**config.mk**
```make
export PLATFORM = sky130hd
export DESIGN_NAME = exp_align_sched
export DESIGN_NICKNAME = d
export VERILOG_FILES = /design/src/rtl/exp_align_sched_pkg.sv /design/src/rtl/exp_lane_offset.sv /design/src/rtl/exp_align_sched.sv
export SDC_FILE = /design/constraint.sdc
export NUM_CORES = 1
export LEC_CHECK = 0
export ABC_AREA = 1
export CAP_MARGIN = 20
export CORE_ASPECT_RATIO = 0.9
export CORE_MARGIN = 5
export CORE_UTILIZATION = 35
export CTS_BUF_LIST = sky130_fd_sc_hd__clkbuf_4 sky130_fd_sc_hd__clkbuf_8 sky130_fd_sc_hd__clkbuf_16
export CTS_CLUSTER_DIAMETER = 150
export DETAILED_ROUTE_END_ITERATION = 10
export PLACE_DENSITY = 0.58
export SYNTH_ARGS = -nofsm -noshare
export SYNTH_HDL_FRONTEND = slang
export SYNTH_SLANG_ARGS = --single-unit
```
**constraint.sdc**
```tcl
create_clock -name clk -period 2.5 [get_ports clk]
set_input_delay 0.5 -clock clk [delete_from_list [all_inputs] [get_ports clk]]
set_output_delay 0.5 -clock clk [all_outputs]
set_load 0.02 [all_outputs]
```
**src/rtl/exp_align_sched_pkg.sv**
```systemverilog
// Shared types and constants for the block-floating-point
// exponent alignment scheduler.
package exp_align_sched_pkg;

  localparam int LANES          = 2;
  localparam int ZERO_SHIFT_DEF = 9;

  typedef enum logic [1:0] {
    IDLE,
    COLLECT,
    EMIT
  } state_e;

endpackage

```
**src/rtl/exp_lane_offset.sv**
```systemverilog
// Per-lane alignment offset: distance from the block max,
// with zero exponents pushed fully out of range.
module exp_lane_offset #(
  parameter int EXP_W      = 4,
  parameter int ZERO_SHIFT = 9
) (
  input  logic [EXP_W-1:0] exp_i,
  input  logic [EXP_W-1:0] max_i,
  output logic [EXP_W-1:0] offset_o
);

  assign offset_o = (exp_i == '0) ? EXP_W'(ZERO_SHIFT)
                                  : max_i - exp_i;

endmodule

```
**src/rtl/exp_align_sched.sv**
```systemverilog
// Collects a block of exponent pairs, tracks the block max,
// then replays the block as per-lane right-shift offsets.
module exp_align_sched
  import exp_align_sched_pkg::*;
#(
  parameter int EXP_W      = 4,
  parameter int DEPTH      = 8,
  parameter int ZERO_SHIFT = ZERO_SHIFT_DEF
) (
  input  logic                     clk,
  input  logic                     rst,
  input  logic                     in_valid,
  output logic                     in_ready,
  input  logic [LANES*EXP_W-1:0]   in_exp,
  input  logic                     in_last,
  output logic                     out_valid,
  input  logic                     out_ready,
  output logic [LANES*EXP_W-1:0]   out_offset,
  output logic [EXP_W-1:0]         out_max_exp,
  output logic                     out_last,
  output logic                     busy
);

  localparam int AW = $clog2(DEPTH);
  localparam int CW = AW + 1;
  localparam int BW = LANES * EXP_W;

  state_e state_q, state_d;

  logic [BW-1:0]    mem_q [DEPTH];
  logic [CW-1:0]    wcnt_q, wcnt_d;
  logic [CW-1:0]    rcnt_q, rcnt_d;
  logic [EXP_W-1:0] max_q, max_d;
  logic [EXP_W-1:0] omax_q, omax_d;
  logic [BW-1:0]    off_q, off_d;
  logic             ov_q, ov_d;
  logic             ol_q, ol_d;
  logic             rdy_q, rdy_d;

  logic             in_fire;
  logic             out_fire;
  logic             wr_en;
  logic [EXP_W-1:0] beat_max;
  logic [BW-1:0]    rd_data;
  logic [BW-1:0]    rd_off;
  logic [CW-1:0]    rcnt_n;

  assign in_fire  = in_valid & rdy_q;
  assign out_fire = ov_q & out_ready;
  assign rd_data  = mem_q[rcnt_q[AW-1:0]];
  assign rcnt_n   = rcnt_q + CW'(1);

  always_comb begin
    beat_max = max_q;
    for (int i = 0; i < LANES; i++) begin
      if (in_exp[i*EXP_W +: EXP_W] > beat_max)
        beat_max = in_exp[i*EXP_W +: EXP_W];
    end
  end

  for (genvar g = 0; g < LANES; g++) begin : g_lane
    exp_lane_offset #(
      .EXP_W     (EXP_W),
      .ZERO_SHIFT(ZERO_SHIFT)
    ) u_off (
      .exp_i   (rd_data[g*EXP_W +: EXP_W]),
      .max_i   (omax_q),
      .offset_o(rd_off[g*EXP_W +: EXP_W])
    );
  end

  always_comb begin
    state_d = state_q;
    wcnt_d  = wcnt_q;
    rcnt_d  = rcnt_q;
    max_d   = max_q;
    omax_d  = omax_q;
    off_d   = off_q;
    ov_d    = ov_q;
    ol_d    = ol_q;
    wr_en   = 1'b0;
    unique case (state_q)
      IDLE, COLLECT: begin
        if (in_fire) begin
          wr_en   = 1'b1;
          wcnt_d  = wcnt_q + CW'(1);
          max_d   = beat_max;
          state_d = COLLECT;
          // in_last is irrelevant once the buffer is full
          if (in_last || wcnt_q == CW'(DEPTH-1)) begin
            state_d = EMIT;
            omax_d  = beat_max;
          end
        end
      end
      EMIT: begin
        if (out_fire) ov_d = 1'b0;
        if ((!ov_q || out_ready) && rcnt_q != wcnt_q) begin
          ov_d   = 1'b1;
          off_d  = rd_off;
          ol_d   = (rcnt_n == wcnt_q);
          rcnt_d = rcnt_n;
        end
        if (out_fire && ol_q) begin
          state_d = IDLE;
          wcnt_d  = '0;
          rcnt_d  = '0;
          max_d   = '0;
          ol_d    = 1'b0;
        end
      end
      default: state_d = IDLE;
    endcase
    rdy_d = (state_d != EMIT);
  end

  always_ff @(posedge clk or posedge rst) begin
    if (rst) begin
      state_q <= IDLE;
      wcnt_q  <= '0;
      rcnt_q  <= '0;
      max_q   <= '0;
      omax_q  <= '0;
      off_q   <= '0;
      ov_q    <= 1'b0;
      ol_q    <= 1'b0;
      rdy_q   <= 1'b0;
    end else begin
      state_q <= state_d;
      wcnt_q  <= wcnt_d;
      rcnt_q  <= rcnt_d;
      max_q   <= max_d;
      omax_q  <= omax_d;
      off_q   <= off_d;
      ov_q    <= ov_d;
      ol_q    <= ol_d;
      rdy_q   <= rdy_d;
    end
  end

  always_ff @(posedge clk) begin
    if (wr_en) mem_q[wcnt_q[AW-1:0]] <= in_exp;
  end

  assign in_ready    = rdy_q;
  assign out_valid   = ov_q;
  assign out_offset  = off_q;
  assign out_last    = ol_q;
  assign out_max_exp = omax_q;
  assign busy        = (state_q != IDLE);

endmodule
```
Word-level counts from Yosys, hierarchy flattened
Memories as Yosys holds them, arrays and structs flattened.
Index checks and enable logic that the tools add are counted.
- register bits after elaboration: 29
- RAM bits: 64
- input bits: 13
- output and inout port bits: 16
- logic and storage cells: 67
- memories: 1
- add/subtract/negate cells: 4
- $lt $le $gt $ge: 2
- eq/ne operators: 8
- mux-type cells: 23
- bitwise logic cells: 2
- reductions and logical operators: 18
- memory list (name ; words ; width ; read ports ; clocked after Yosys merged registers in ; wr ports ; RTL line ; source):
    mem_q ; 8 ; 8 ; 1 ; 0 ; 1 ; exp_align_sched.sv:30 ; logic [BW-1:0] mem_q [DEPTH];
- operator list (kind ; number):
    two-way mux 4 bit ; 9
    case mux 4 bit (2 select lines) ; 2
    adder 4 x 1 -> 4 bit, second input constant ; 2
    > comparator 4 bit ; 2
    logical NOT 4 bit ; 2
    two-way mux 1 bit ; 8
    nonzero test 2 bit ; 4
    subtractor 4 bit ; 2
    two-way mux 2 bit ; 3
    != test 2 bit, second input constant ; 3
    AND reduction 2 bit ; 3
    AND reduction 3 bit ; 2
    == test 4 x 3 -> 1 bit, second input constant ; 1
    == test 4 bit ; 1
    != test 4 bit ; 1
    case mux 2 bit (2 select lines) ; 1
    AND 1 bit ; 2
    == test 2 x 1 -> 1 bit, second input constant ; 1
    == test 2 bit, second input constant ; 1
    logical AND 1 bit ; 2
    logical NOT 2 bit ; 1
    logical OR 1 bit ; 2
    OR reduction 2 bit ; 1
    logical NOT 1 bit ; 1

Depth between registers and ports, before layout
- depth after elaboration: 6
- mapped depth: 18
- depth with buffers taken out: 16

Hierarchy
A second synthesis with hierarchy kept.
- cell total of the unflattened synthesis: 471
- area, all modules: 4578.1 um2
- modules (own cells, without submodules) (module ; instances ; cells each ; area each (um2) ; seq. area each (um2)):
    exp_align_sched ; 1 ; 411 ; 4240.3 ; 2647.5
    exp_lane_offset ; 2 ; 30 ; 168.9 ; 0.0

Worst setup path after synthesis
OpenSTA, ideal clock, no wires.
- path type: input to register
- start: in in_exp[3]
- end: reg max_q[1]
- setup time: 0.117 ns
- arrival time: 2.565 ns
- required time: 2.383 ns
- path slack: -0.182 ns
- stages on the path: 12
- path buffers: 0
- cell sequence: ha_1 > nand2_1 > o21ai_0 > nand3_1 > and2_1 > ha_1 > nand2_1 > o21ai_0 > nand2_1 > or2_2 > nand3_1 > nand2_1
- cells in the longest elaborated chain, start to end: 6
- ends and longest elaborated chain (element ; RTL line ; source):
    from (decl) ; exp_align_sched.sv:14 ; input logic [LANES*EXP_W-1:0] in_exp,
    > comparator 4 bit ; exp_align_sched.sv:56 ; if (in_exp[i*EXP_W +: EXP_W] > beat_max)
    two-way mux 4 bit * ; exp_align_sched.sv:56 ;
    > comparator 4 bit ; exp_align_sched.sv:56 ;
    two-way mux 4 bit * ; exp_align_sched.sv:56 ;
    two-way mux 4 bit * ; exp_align_sched.sv:84 ; if (in_fire) begin
    case mux 4 bit (2 select lines) * ; exp_align_sched.sv:82 ; unique case (state_q)
    to (signal assigned) ; exp_align_sched.sv:132 ; max_q <= max_d;
    to (decl) ; exp_align_sched.sv:33 ; logic [EXP_W-1:0] max_q, max_d;
Every way passes the cells marked *; elsewhere a longest branch is shown, timed or not. The select of a mux whose other input is x is not followed.
A chain may end at the register's enable or synchronous reset.

Worst setup path in the final report
- start: in in_exp[3]
- end: reg max_q[2]
Same word-level chain as after synthesis.

==> metrics.txt <==
status=complete, no violations; fill count=between 1,000 and 1,500; Inserted Clock Buffers=9; synth cell count leaders=nand2_1 (165), inv_1 (78), nand3_1 (65), edfxtp_1 (64), nor2_1 (35); Yosys reg bits=a little over 90; delay-heaviest family, CP=simple AND/OR/NAND/NOR gates; Post-CTS Hold Buffers=0; TritonCTS clock tree=yes; share of cells above drive strength 1=a little under a fifth; kind of critical path=in2reg; post-synth cell types=29; DRC violation total after the first TritonRoute iteration=285; Cell Rows=40; Clk Latency, worst-skew pair=0.34 ns; Max IR drop VDD=roughly 0.60 mV; WHS Path Cells=2; Critical Path Slowest Stage Cell=ha_4; worst min path class=reg2reg; worst hold endpoint=out_offset[5]; Yosys warning total=0; clock slew at reported path FFs=~0.060 ns; pin count of the biggest net entering global routing=30; placed cell count=749; routed len/inst=~15 um; diode count=0; clock sink count=93; fin nets=around 630; synthesis-to-finish area growth=25.1%; IO buf count=28; grt ovf=0; Initial Util=35.6%; max-slew violations=0; GP Congestion=just over 0.9; CP endpoint kind=register; Max Fclk=405 MHz; global-route wire length before repair=approximately 18,000 um; Worst-Margin Slew=approximately 0.52 ns; most used cell along the critical path=nand2_2; Via density=4.65; Leak=between 2 and 3 nW; Worst setup startpoint=in_exp[3]; WP buf/inv=2; Max transition margin=between 60% and 70%; sequential area share after synthesis=55.6%; vias in the first global route=about 3,600; fin cells=about 770; WP data arrival=between 2 and 3 ns; H-tree depth=3; Final setup violation count=0; die width=133 um; clock skew=a little under 0.008 ns; crit-path cells=dlygate4sd2_1 > ha_4 > nand2_2 > o21ai_4 > nand2_2 > nand2_2 > and2_4 > ha_4 > a21oi_2 > o21ai_2 > nand2_2 > buf_6 > nand3_1 > nand3_2 > nand2_1; R2R cell count=15; vias=about 3,600; post-layout total power=between 7 and 8 mW; Final ANT Viol Nets=0; synthesized area=4760 um^2; dpl hpwl=7900 um; die area=between 15,000 and 20,000 um^2; Final Routed Wirelength=between 10,000 and 15,000 um; Mean Syn Cell Area=9.00 um^2; slowest cell delay on critical path=0.30 ns; Mapped Cells=529; cell taking the most area after synthesis=edfxtp_1; Max Cap Viol=0; nature of the critical path startpoint=input pin; Initial DRT Pass Iterations=4; total track usage=between 10 and 15%; I/O pin cnt=29; Yosys top cell area share=around two fifths; Critical Path RT=2.73 ns; reg2reg end=max_q[2]; dominant synthesized flop cell=edfxtp_1; fin crit share=between 90% and 100%; Clock Root Buffer=clkbuf_16; most area-consuming cells after synthesis=edfxtp_1 (40%), dfrtp_1 (15%), nand2_1 (13%); initial antenna violation count=0; Die Ht=121 um; syn nets=560; maximum fanout along the worst path=5; final hold vios=0; most common cell in the netlist=nand2_1; clock buffer depth=2; reg2reg start=max_q[3]; async set-reset flop share out of synthesis=around 31%; minimum clock period after layout=2.47 ns; number of flops mapped to enable cells by yosys=64; Core ar.=between 10,000 and 15,000 um^2; hold path start=out_offset[5]; r2r setup slk=roughly 0.033 ns; drc violations=0; RSZ-0062 raised after global routing=yes; Pwr Density=~1200 nW/um^2
## final cells by class
type | instances | area [um^2] | share of cell area [%]
clock buffer | 11 | 240 | 4.03
timing repair buffer | 68 | 579 | 9.72
multi-input combinational | 338 | 1910 | 32.1
sequential | 93 | 2650 | 44.4
clock inverter | 5 | 52.6 | 0.882
inverter | 84 | 318 | 5.34
tap | 168 | 210 | 3.53
## flip-flops by register name (all words and copies together) (netlist names)
signal,flops
in_ready,1
max_q,4
mem_q,64
out_last,1
out_max_exp,4
out_offset,8
out_valid,1
rcnt_q,4
state_q,2
wcnt_q,4
## placed cells by master (no fill, tap or decap), drive strengths merged
cell	count
o31ai	1
buf	40
edfxtp	64
nand4	2
clkinv	3
clkdlybuf4s50	24
nand3	65
or2	3
xnor2	8
dfrtp	29
clkinvlp	1
nor2	40
nand2	170
dlygate4sd2	4
fa	2
o22ai	1
nand3b	3
clkbuf	11
a211oi	1
ha	16
inv	84
and2	3
a21oi	9
bufinv	1
xor2	4
o21ai	10
## kinds of logic (layout without fill, tap and decap cells)
kind of cell,after synthesis,in the layout,synth area share (%)
xor gates and xnor gates,12,12,2.21
buffers and inverters,98,168,8.90
and+or+nand+nor,286,286,25.7
DFF,93,93,55.6
adders and majority gates,18,18,5.04
AOI/OAI and AO/OA,22,22,2.52
## timing repair
| item | 4_1_cts | 5_1_grt |
|---|---|---|
| pin swaps | 12 | 17 |
| endpoints found under the hold margin | 0 | 0 |
| setup buffers | 2 | 0 |
| setup endpoints to repair | 8 | 8 |
| resized for setup | 20 | 24 |
## per-stage QoR
step	hold slack (ns)	instance area [um^2]	util, %	setup WS (ns)	TNS (ns)
after floorplan	0.471	4770	-	0.0103	0
after global placement	0.467	5440	40.7	-0.546	-4.22
after detailed placement	0.466	5440	40.7	-0.616	-4.72
after CTS	0.483	5840	43.7	0.115	0
after global routing	0.499	5960	44.6	-0.0659	-0.414
final	0.481	5960	44.6	0.0331	0
## report_power, final
| group | switching (mW) | internal (mW) |
|---|---|---|
| sequential | 0.227 | 1.97 |
| combinational | 2.27 | 1.62 |
| clock | 0.558 | 0.792 |
## layer usage
layer | vias to the layer above | GRT usage, % | part of all wire (%)
li1 | 1813 | - | -
met1 | 1685 | 18.0 | 44
met2 | 52 | 26.0 | 50
met3 | 15 | 3.83 | 4.5
met4 | 0 | 4.22 | 1.5
met5 | - | 0 | 0
## how the worst max path moves through the flow
stage | slack, ns | to | cells after the start
6_report | 0.03 | max_q[2] | 15
5_1_grt | -0.07 | max_q[2] | 15
4_1_cts | 0.12 | max_q[1] | 14
3_5_place_dp | -0.62 | max_q[1] | 14
3_3_place_gp | -0.55 | max_q[1] | 14
2_1_floorplan | 0.01 | max_q[1] | 13
## tightest hold or removal path: cells and delay by family, from the launching register on
family        cells  cell delay (ns)
flops             1             0.34
simple gates      2             0.11
Note: power is estimated with default switching activity, not from simulation.
